===== src/rtl/cpu_pkg.sv =====
// Shared types and widths for the fetch front end.
package cpu_pkg;

  localparam int unsigned OPCODE_W = 11;
  localparam int unsigned INSTR_W  = 32;
  localparam int unsigned PC_W     = 64;

  typedef enum logic [1:0] {FETCH, WAIT, DROP} fetch_state_t;

  typedef struct packed {
    logic [INSTR_W-1:0] instr;
    logic [PC_W-1:0]    pc;
  } fetch_entry_t;

endpackage


===== src/rtl/fetch_queue.sv =====
// Two-entry FIFO of {instr, pc}; entry 0 is always the head, so pop shifts entry 1 down.
module fetch_queue
  import cpu_pkg::*;
(
  input  logic         clk,
  input  logic         reset_n,
  input  logic         push,
  input  fetch_entry_t push_data,
  input  logic         pop,
  input  logic         flush,
  output logic [1:0]   count,
  output fetch_entry_t head
);

  fetch_entry_t mem0_q, mem0_d, mem1_q, mem1_d;
  logic [1:0]   count_q, count_d;
  logic         pop_ok, push_ok;

  assign pop_ok  = pop && (count_q != 2'd0);
  assign push_ok = push && ((count_q != 2'd2) || pop_ok);

  always_comb begin
    count_d = count_q;
    mem0_d  = mem0_q;
    mem1_d  = mem1_q;
    if (flush) begin
      count_d = 2'd0;
    end else begin
      unique case ({push_ok, pop_ok})
        2'b10: begin
          if (count_q == 2'd0) mem0_d = push_data;
          else                 mem1_d = push_data;
          count_d = count_q + 2'd1;
        end
        2'b01: begin
          mem0_d  = mem1_q;
          count_d = count_q - 2'd1;
        end
        2'b11: begin
          if (count_q == 2'd1) begin
            mem0_d = push_data;
          end else begin
            mem0_d = mem1_q;
            mem1_d = push_data;
          end
        end
        default: ;
      endcase
    end
  end

  always_ff @(posedge clk or negedge reset_n) begin
    if (!reset_n) begin
      count_q <= 2'd0;
      mem0_q  <= '0;
      mem1_q  <= '0;
    end else begin
      count_q <= count_d;
      mem0_q  <= mem0_d;
      mem1_q  <= mem1_d;
    end
  end

  assign count = count_q;
  assign head  = mem0_q;

endmodule


===== src/rtl/instr_fetch.sv =====
// Instruction fetch: owns the PC, issues one outstanding imem read at a time,
// buffers responses in a 2-entry queue and redirects on taken branches.
module instr_fetch
  import cpu_pkg::*;
#(
  parameter logic [PC_W-1:0] RESET_PC = 64'h0
) (
  input  logic                clk,
  input  logic                reset_n,
  output logic                imem_req,
  output logic [PC_W-1:0]     imem_addr,
  input  logic                imem_gnt,
  input  logic                imem_rvalid,
  input  logic [INSTR_W-1:0]  imem_rdata,
  output logic                dec_valid,
  input  logic                dec_ready,
  output logic [INSTR_W-1:0]  dec_instr,
  output logic [OPCODE_W-1:0] dec_opcode,
  output logic [PC_W-1:0]     dec_pc,
  input  logic                br_valid,
  input  logic                br_taken,
  input  logic                br_uncond,
  input  logic [PC_W-1:0]     br_pc,
  input  logic [INSTR_W-1:0]  br_instr
);

  fetch_state_t    state_q, state_d;
  logic [PC_W-1:0] pc_q, pc_d, req_pc_q, req_pc_d;
  logic            started_q;
  logic [1:0]      q_count;
  fetch_entry_t    q_head;
  logic            push, pop, flush, redirect, granted;
  logic [PC_W-1:0] br_off, target;
  logic            unused_br_bits;

  assign unused_br_bits = ^br_instr[31:26];

  assign br_off   = br_uncond ? {{36{br_instr[25]}}, br_instr[25:0], 2'b00}
                              : {{43{br_instr[23]}}, br_instr[23:5], 2'b00};
  assign target   = br_pc + br_off;
  assign redirect = br_valid && br_taken;

  // started_q keeps req low during reset and until the first edge after release.
  assign imem_req  = started_q && (state_q == FETCH) && (q_count != 2'd2);
  assign imem_addr = pc_q;
  assign granted   = imem_req && imem_gnt;

  assign dec_valid  = (q_count != 2'd0);
  assign dec_instr  = q_head.instr;
  assign dec_pc     = q_head.pc;
  assign dec_opcode = q_head.instr[31:21];
  assign pop        = dec_valid && dec_ready;

  always_comb begin
    state_d  = state_q;
    pc_d     = pc_q;
    req_pc_d = req_pc_q;
    push     = 1'b0;
    flush    = 1'b0;
    unique case (state_q)
      FETCH: begin
        if (granted) begin
          req_pc_d = pc_q;
          pc_d     = pc_q + 64'd4;
          state_d  = WAIT;
        end
      end
      WAIT: begin
        if (imem_rvalid) begin
          push    = 1'b1;
          state_d = FETCH;
        end
      end
      DROP: begin
        if (imem_rvalid) state_d = FETCH;
      end
      default: state_d = FETCH;
    endcase
    if (redirect) begin
      pc_d  = target;
      flush = 1'b1;
      push  = 1'b0;
      // A request granted this cycle or still outstanding is wrong-path.
      if (state_q == FETCH) state_d = granted ? DROP : FETCH;
      else                  state_d = imem_rvalid ? FETCH : DROP;
    end
  end

  always_ff @(posedge clk or negedge reset_n) begin
    if (!reset_n) begin
      state_q   <= FETCH;
      pc_q      <= RESET_PC;
      req_pc_q  <= RESET_PC;
      started_q <= 1'b0;
    end else begin
      state_q   <= state_d;
      pc_q      <= pc_d;
      req_pc_q  <= req_pc_d;
      started_q <= 1'b1;
    end
  end

  fetch_queue u_queue (
    .clk       (clk),
    .reset_n   (reset_n),
    .push      (push),
    .push_data ('{instr: imem_rdata, pc: req_pc_q}),
    .pop       (pop),
    .flush     (flush),
    .count     (q_count),
    .head      (q_head)
  );

endmodule


===== config.mk =====
export PLATFORM = sky130hd
export DESIGN_NAME = instr_fetch
export DESIGN_NICKNAME = d
export VERILOG_FILES = /design/src/rtl/cpu_pkg.sv /design/src/rtl/fetch_queue.sv /design/src/rtl/instr_fetch.sv
export SDC_FILE = /design/constraint.sdc
export NUM_CORES = 1
export LEC_CHECK = 0
export ABC_AREA = 0
export BUFFER_PORTS_ARGS = -buffer_cell sky130_fd_sc_hd__buf_2
export CORE_MARGIN = 1
export CORE_UTILIZATION = 52
export CTS_CLUSTER_SIZE = 12
export DETAILED_ROUTE_END_ITERATION = 10
export GPL_TIMING_DRIVEN = 0
export PLACE_DENSITY = 0.81
export SYNTH_ARGS = -nofsm -noshare
export SYNTH_HDL_FRONTEND = slang
export SYNTH_HIERARCHICAL = 1
export SYNTH_SLANG_ARGS = --single-unit

===== constraint.sdc =====
create_clock -name clk -period 2.5 [get_ports clk]
set_input_delay 0 -clock clk [delete_from_list [all_inputs] [get_ports clk]]
set_output_delay 0 -clock clk [all_outputs]
set_load 0.02 [all_outputs]

### Word level (Yosys, flattened, before mapping)

Index checks and enable logic that the tools add are counted.

* word-level logic and storage cells: 71
* flip-flop bits (word level): 325
* input bits: 136

* add/subtract/negate cells: 4
* bitwise operators: 1
* equal/unequal tests: 12
* reduce and logical (&&, ||, !) cells: 22
* muxes and demuxes: 23

Operators with widths (number)
* $mux 96: 4
* $pmux 96 s3: 1
* $mux 64: 4
* $pmux 96 s2: 1
* $add 64x3->64 const B: 1
* $add 64x64->64: 1
* $mux 2: 7
* $pmux 2 s2: 2
* $reduce_bool 2->1: 4
* $logic_and 1x1->1: 7
* $eq 2x1->1 const B: 3
* $eq 2x2->1 const B: 3
* $ne 2x2->1 const B: 3
* $reduce_and 2->1: 3
* $reduce_bool 3->1: 2
* $logic_not 2->1: 2
* $mux 1: 4
* $reduce_and 4->1: 1
* $ne 3x1->1 const B: 1
* $ne 3x3->1 const B: 1
* $reduce_and 3->1: 1
* $add 2x1->2 const B: 1
* $ne 2x1->1 const B: 1
* $reduce_or 2->1: 1
* 3 further kinds: 3

### Longest topological paths before layout

Gate-level depths: netlist of run 1.

* depth in word-level cells: 8
* depth in mapped cells: 15

### Hierarchy

Netlist of run 1, hierarchy kept.

By module, submodules not included
* instr_fetch: area each 10179.8 µm², times used 1, cells an instance 1305, sequential area each 3278.1 µm²
* fetch_queue: area each 8313.0 µm², times used 1, cells an instance 643, sequential area each 4854.7 µm²

### Worst setup path before layout of run 1

Ideal clock, no wire load.

* path kind: input to register
* start point: input br_uncond
* end point: register pc_q[63] (netlist: imem_addr[63])
* setup slack: -1369 ps
* data required time: 2429 ps
* arrival time: 3798 ps
* library setup time: 71 ps
* stages: 13
* cells stage by stage: clkbuf_1 -> nand2b_1 -> nand2_1 -> ha_1 -> buf_2 -> and2_1 -> nand3_1 -> or3_1 -> and3b_1 -> a2111oi_0 -> or4b_2 -> a32o_1 -> nor2_1

* longest elaborated chain between the ends: 3

Ends and longest elaborated chain
* start: declaration: line instr_fetch.sv:22 `input logic br_uncond,`
* $mux 64: line instr_fetch.sv:38 `assign br_off = br_uncond ? {{36{br_instr[25]}}, br_instr[25:0], 2'b00}`
* $add 64x64->64: line instr_fetch.sv:40 `assign target = br_pc + br_off;`
* $mux 64: line instr_fetch.sv:79 `if (redirect) begin`
* end signal: assignment: line instr_fetch.sv:97 `pc_q <= pc_d;`
* end: declaration: line instr_fetch.sv:28 `logic [PC_W-1:0] pc_q, pc_d, req_pc_q, req_pc_d;`

No other way between the ends.
A chain may end at the register's enable or synchronous reset.

### Worst setup path after layout of run 1

* start point: register pc_q[7] (netlist: imem_addr[7])
* end point: register pc_q[58] (netlist: imem_addr[58])

* longest elaborated chain between the ends: 4

Ends and longest elaborated chain
* $add 64x3->64: line instr_fetch.sv:64 `pc_d = pc_q + 64'd4;`
* $mux 64: line instr_fetch.sv:62 `if (granted) begin`
* $mux 64: line instr_fetch.sv:60 `unique case (state_q)`
* $mux 64: line instr_fetch.sv:79

No other way between the ends. The select of a mux whose other input is x is not followed.

==> results of run 1 <==
-- kinds of logic after synthesis --
family          Yosys count  share of synthesized area (%)
xor+xnor                113                           5.35
flops                   325                           44.0
simple gates            679                           16.0
other cells               1                         0.0203
fa+ha+maj                68                           4.64
compound gates          401                           12.9
buf+inv                 144                           3.77
mux                     217                           13.3
-- per-layer routing --
| metal | track usage [%] | wire [um] | vias up | part of all wire [%] |
|---|---|---|---|---|
| li1 | - | - | 7624 | - |
| met1 | 37.5 | 22800 | 7827 | 42 |
| met2 | 47.6 | 25700 | 594 | 48 |
| met3 | 4.31 | 3250 | 119 | 6.0 |
| met4 | 13.1 | 2320 | 0 | 4.3 |
| met5 | 0 | 0 | - | 0 |
-- layout make-up --
class / instances / area [sq um] / area share [%]
Sequential cell: 325 / 8150 / 34.8
Inverter: 32 / 120 / 0.513
Clock buffer: 52 / 1030 / 4.41
Tap cell: 455 / 569 / 2.43
Clock inverter: 1 / 5.00 / 0.0214
Buffer: 106 / 626 / 2.67
Timing Repair Buffer: 388 / 2330 / 9.94
Multi-Input combinational cell: 1483 / 10600 / 45.2
-- cells in the final DEF (no fill, tap or decap), types with 27 or more instances in the layout --
master / instances
nand2_1: 328
buf_2: 323
dfrtp_1: 314
a21oi_1: 181
nor2_1: 174
mux2i_1: 101
mux2_2: 71
o21ai_0: 67
xnor2_1: 62
buf_4: 56
xor2_1: 48
clkbuf_1: 47
mux2_4: 45
dlygate4sd3_1: 42
ha_1: 41
a21o_1: 40
clkbuf_16: 38
nand3_1: 38
inv_1: 30
nand4_1: 27
-- state kept, by name, summed over array words and instances, names as in the netlist --
| name | count |
|---|---|
| imem_addr | 64 |
| u_queue/mem1_q | 96 |
| state_q | 2 |
| u_queue/head | 96 |
| started_q | 1 |
| u_queue/count | 2 |
| req_pc_q | 64 |
-- worst max-delay path: cells and delay by family, from the launching register on --
kind,cells,cell delay (ns)
buffers and inverters,2,0.29
XOR/XNOR,1,0.12
flip-flops,1,0.36
AND/OR/NAND/NOR,5,1.40
AO/OA/AOI/OAI,1,0.29
-- timing repair --
item | 4_1_cts | 5_1_grt
pin swaps | 17 | 34
hold endpoints to repair | 147 | 0
hold buffers | 42 | 0
setup buffers | 23 | 20
endpoints found under the setup margin | 116 | 166
gates resized for setup | 39 | 93
cloned | 1 | 3
-- power by group --
group	internal, W	leakage, nW	switching, W
clock	0.00282	0.508	0.00192
sequential	0.00753	4.00	0.00174
combinational	0.00394	7.31	0.00565
-- worst paths after layout --
| check | cells after the start | endpoint |
|---|---|---|
| worst max-delay path | 9 | imem_addr[58] |
| worst min-delay path | 4 | imem_addr[46] |
| worst max register to register | 9 | imem_addr[58] |
| worst min register to register | 1 | u_queue/mem1_q[41] |
| max in group asynchronous | 3 | u_queue/head[67] |
| min in group asynchronous | 2 | imem_addr[9] |
-- per-stage QoR --
stage / util (%) / total power, W
after floorplan: - / 0.0150
after global placement: 60.3 / 0.0179
after detailed placement: 60.5 / 0.0183
after CTS: 65.7 / 0.0234
after global routing: 67.3 / 0.0250
final: 67.3 / 0.0236
==> flow_metrics.env, run 1 <==
export IMPL_wirelength_um=54100
export IMPL_rsz0062_at_grt="true"
export IMPL_slew_violations=0
export IMPL_crit_path_top_delay_cell="or4_4"
export IMPL_ys_ff_latch=325
export IMPL_vias=16200
export IMPL_grt_usage_pct=28.9
export IMPL_viasPerCell=5.69
export IMPL_syn_inst=1948
export IMPL_synth_fp_nets=2152
export IMPL_drtPass1Iterations=5
export IMPL_cp_required_ns=2.91
export IMPL_cts_tree="done"
export IMPL_gr_total_overflow=0
export IMPL_place_congestion=0.945
export IMPL_drive_gt1_share_pct=30.2
export IMPL_nFillCells=2638
export IMPL_cts_buffers_inserted=34
export IMPL_worstPathArrival_ns=2.95
export IMPL_path_class="reg -> reg"
export IMPL_synth_cell_type_count=75
export IMPL_cpPeakStageDelay_ns=0.47
export IMPL_grt_max_degree=132
export IMPL_synth_flop_cell="dfrtp_1"
export IMPL_place_hpwl_um=39200
export IMPL_grt_pass1_vias=16000
export IMPL_area_growth_pct=26.6
export IMPL_die_w_um=191
export IMPL_cp_max_fo=6
export IMPL_run_status="finished with violations"
export IMPL_yosys_warnings=6
export IMPL_initial_core_util_pct=53.1
export IMPL_grt_pass1_wl_um=83300
export IMPL_port_buffers=301
export IMPL_critPathLaunch="imem_addr[7]"
export IMPL_synth_top_area_cell="dfrtp_1"
export IMPL_avgRoutedWirePerCell_um=19.0
export IMPL_ys_top_cells_by_area="dfrtp_1, nand2_1, mux2i_1, a21oi_1, mux2_2"
export IMPL_row_count=68
export IMPL_max_vdd_ir_drop_mv=0.684
export IMPL_finClkSkew_ns=0.0117
export IMPL_synth_common_cells="nand2_1, dfrtp_1, a21oi_1, nor2_1, mux2i_1"
export IMPL_cts_sinks=325
export IMPL_coreArea_sq_um=34800
export IMPL_die_area_sq_um=36300
export IMPL_avgSynthCellArea_sq_um=9.49
export IMPL_critPathLaunchType="flip-flop"
export IMPL_place_ws_ns=-1.04
export IMPL_synthArstFlopShare_pct=100
export IMPL_fin_ws_ns=-0.0459
export IMPL_holdCritStartpoint="br_pc[46]"
export IMPL_fin_hold_ws_ns=0.0168
export IMPL_finalHoldViolations=0
export IMPL_cts_path_max_buffers=3
export IMPL_drt_initial_drc_count=968
export IMPL_finalNonFillerCells=2842
export IMPL_ant_nets=0
export IMPL_hold_path_class="in -> reg"
export IMPL_worst_pin_slew_ns=0.687
export IMPL_fin_crit_ns=2.55
export IMPL_cts_root_buf="clkbuf_16"
export IMPL_n_antenna_cell=0
export IMPL_crit_path_end_kind="flip-flop"
export IMPL_dpl_cell_area_sq_um=21100
export IMPL_power_leakage_nw=11.8
export IMPL_syn_area_sq_um=18500
export IMPL_cts_clk_slew_worst_paths_ns=0.06
export IMPL_finalSetupViolations=5
export IMPL_dp_cells=2706
export IMPL_post_route_period_util_pct=102
export IMPL_crit_chain="and4_4 -> nand4_1 -> or4_4 -> buf_4 -> buf_12 -> or3_4 -> nor3_2 -> xnor2_1 -> a221oi_2"
export IMPL_violations="negative setup slack"
export IMPL_synth_seq_area_share_pct=44.0
export IMPL_synth_top_cell_area_share_pct=44.0
export IMPL_io_pins=309
export IMPL_die_h_um=191
export IMPL_synth_edf_count=0
export IMPL_slew_headroom_pct=54.2
export IMPL_h_tree_depth=2
export IMPL_r2r_setup_slack_ns=-0.05
export IMPL_fmax_mhz=393
export IMPL_totalNegativeSetupSlack_ns=-0.101
export IMPL_maxCapViolCount=0
export IMPL_r2r_start="imem_addr[7]"
export IMPL_antenna_found_initial=0
export IMPL_yosysMostFrequentCell="nand2_1"
export IMPL_nNetsFinal=2574
export IMPL_route_detailed_drc=0
export IMPL_stdcell_area_sq_um=23400
export IMPL_clk_latency_ns=0.51
export IMPL_power_density_nw_per_um2=1010
Power figures use the tool's default switching activity.
==> inputs of run 2 (changes only) <==
REMOVE_ABC_BUFFERS = 1   (was not set)
==> flow_metrics.env, run 2 (synthesized netlist as in run 1, its figures left out) <==
export IMPL_grt_max_degree=126
export IMPL_violations="negative setup slack"
export IMPL_die_area_sq_um=36300
export IMPL_drtPass1Iterations=7
export IMPL_cp_max_fo=3
export IMPL_grt_pass1_vias=16200
export IMPL_ff_latch_area_sq_um=8150
export IMPL_wirelength_um=59400
export IMPL_fin_hold_ws_ns=0.0176
export IMPL_finalNonFillerCells=2798
export IMPL_route_detailed_drc=0
export IMPL_crit_chain="and4_4 -> nand4_4 -> or4_4 -> or2_4 -> nor3_4 -> or3b_4 -> xnor2_2 -> nor2_1 -> a21oi_1"
export IMPL_h_tree_depth=2
export IMPL_dp_cells=2614
export IMPL_multi_input_area_sq_um=10700
export IMPL_stdcell_area_sq_um=23900
export IMPL_viasPerCell=5.93
export IMPL_run_status="finished with violations"
export IMPL_total_power_w=0.0243
export IMPL_power_leakage_nw=11.9
export IMPL_finClkSkew_ns=0.0205
export IMPL_initial_core_util_pct=53.1
export IMPL_nFillCells=2567
export IMPL_worstPathArrival_ns=2.97
export IMPL_io_pins=309
export IMPL_mostFrequentLayoutCell="nand2_1"
export IMPL_p_int_w=0.0147
export IMPL_cts_buffers_inserted=36
export IMPL_crit_path_end_kind="flip-flop"
export IMPL_drive_gt1_share_pct=31.4
export IMPL_coreArea_sq_um=34800
export IMPL_finalHoldViolations=0
export IMPL_mostFrequentLayoutCells="nand2_1, dfrtp_1, buf_2"
export IMPL_nNetsFinal=2526
export IMPL_hold_path_class="in -> reg"
export IMPL_avgRoutedWirePerCell_um=21.2
export IMPL_max_vdd_ir_drop_mv=0.702
export IMPL_port_buffers=302
export IMPL_drt_initial_drc_count=1461
export IMPL_cts_path_max_buffers=3
export IMPL_n_antenna_cell=0
export IMPL_grt_usage_pct=31.4
export IMPL_place_hpwl_um=37300
export IMPL_crit_buf_inv=0
export IMPL_place_congestion=0.943
export IMPL_swShare_pct=39.6
export IMPL_slew_violations=0
export IMPL_row_count=68
export IMPL_critPathLaunchType="flip-flop"
export IMPL_fmax_mhz=386
export IMPL_p_sw_w=0.00964
export IMPL_critical_path_top_delay_family="simple AND/OR/NAND/NOR gates"
export IMPL_vias=16600
export IMPL_rsz0062_at_grt="true"
export IMPL_post_route_period_util_pct=104
export IMPL_path_class="reg -> reg"
export IMPL_ant_nets=0
export IMPL_grt_pass1_wl_um=88900
export IMPL_totalNegativeSetupSlack_ns=-0.284
export IMPL_clk_latency_ns=0.53
export IMPL_die_h_um=191
export IMPL_seqPwrFrac_pct=37.9
export IMPL_maxCapViolCount=0
export IMPL_antenna_found_initial=0
export IMPL_cts_clk_slew_worst_paths_ns=0.06
export IMPL_fin_crit_ns=2.59
export IMPL_fin_ws_ns=-0.0920
export IMPL_cp_required_ns=2.88
export IMPL_cts_sinks=325
export IMPL_worst_pin_slew_ns=0.658
export IMPL_cpPeakStageDelay_ns=0.54
export IMPL_die_w_um=191
export IMPL_cts_tree="done"
export IMPL_crit_path_top_delay_cell="or4_4"
export IMPL_cts_root_buf="clkbuf_16"
export IMPL_gr_total_overflow=0
export IMPL_pwr_share_clk_pct=21.0
export IMPL_area_growth_pct=29.0
export IMPL_dpl_cell_area_sq_um=20500
export IMPL_slew_headroom_pct=56.2
export IMPL_finalSetupViolations=7
export IMPL_power_density_nw_per_um2=1020
export IMPL_combPwrFrac_pct=41.2
run 2: path summary, 6_finish.rpt:
check / start / end / slack, ns / cells after the start
hold / removal: br_pc[11] / imem_addr[11] / 0.02 / 4
min in group asynchronous: reset_n / req_pc_q[11] / 0.05 / 2
hold reg to reg: imem_addr[1] / req_pc_q[1] / 0.48 / 2
setup reg to reg: imem_addr[13] / imem_addr[61] / -0.09 / 9
max in group asynchronous: reset_n / req_pc_q[1] / 1.39 / 3
setup / recovery: imem_addr[13] / imem_addr[61] / -0.09 / 9
run 2: per-layer routing:
layer | global-route usage [%] | up-vias | share of wire [%]
li1 | - | 7558 | -
met2 | 48.9 | 757 | 46
met1 | 42.3 | 8100 | 42
met3 | 4.55 | 178 | 6.8
met4 | 17.0 | 0 | 5.4
met5 | 0 | - | 0
run 2: power by group through the flow:
stage          Clock [W]  Combinational [W]  Sequential, W
6_report         0.00510             0.0100        0.00921
5_1_grt          0.00538             0.0108        0.00947
4_1_cts          0.00518            0.00968        0.00912
3_5_place_dp           0            0.00880        0.00924
3_3_place_gp           0            0.00857        0.00905
2_1_floorplan          0            0.00462         0.0103
run 2: per-stage QoR:
stage | util (%) | setup WS, ns
final | 68.5 | -0.0920
after global routing | 68.5 | -0.167
after CTS | 67.0 | -0.0579
after detailed placement | 58.9 | -2.64
after global placement | 57.5 | -12.74
after floorplan | - | -7.14
run 2: layout make-up:
type,count,area share [%]
clock inverters,8,0.304
inverters,32,0.504
multi-input cells,1484,44.8
clock buffers,51,4.40
well taps,455,2.39
flip-flops and latches,325,34.2
repair buffers,443,13.4
run 2: what timing repair did:
| item | CTS | global route |
|---|---|---|
| pin swaps | 34 | 37 |
| setup endpoints to repair | 182 | 104 |
| gates resized for setup | 156 | 78 |
| hold buffers | 47 | 0 |
| setup buffers | 49 | 19 |
| endpoints found under the hold margin | 153 | 0 |
| gates cloned | 8 | 4 |
run 2: worst min-delay path, cell delays in order:
cell and delay [ns]:
buf_2 0.08, ha_1 0.20, xor2_1 0.10, o21ai_0 0.13
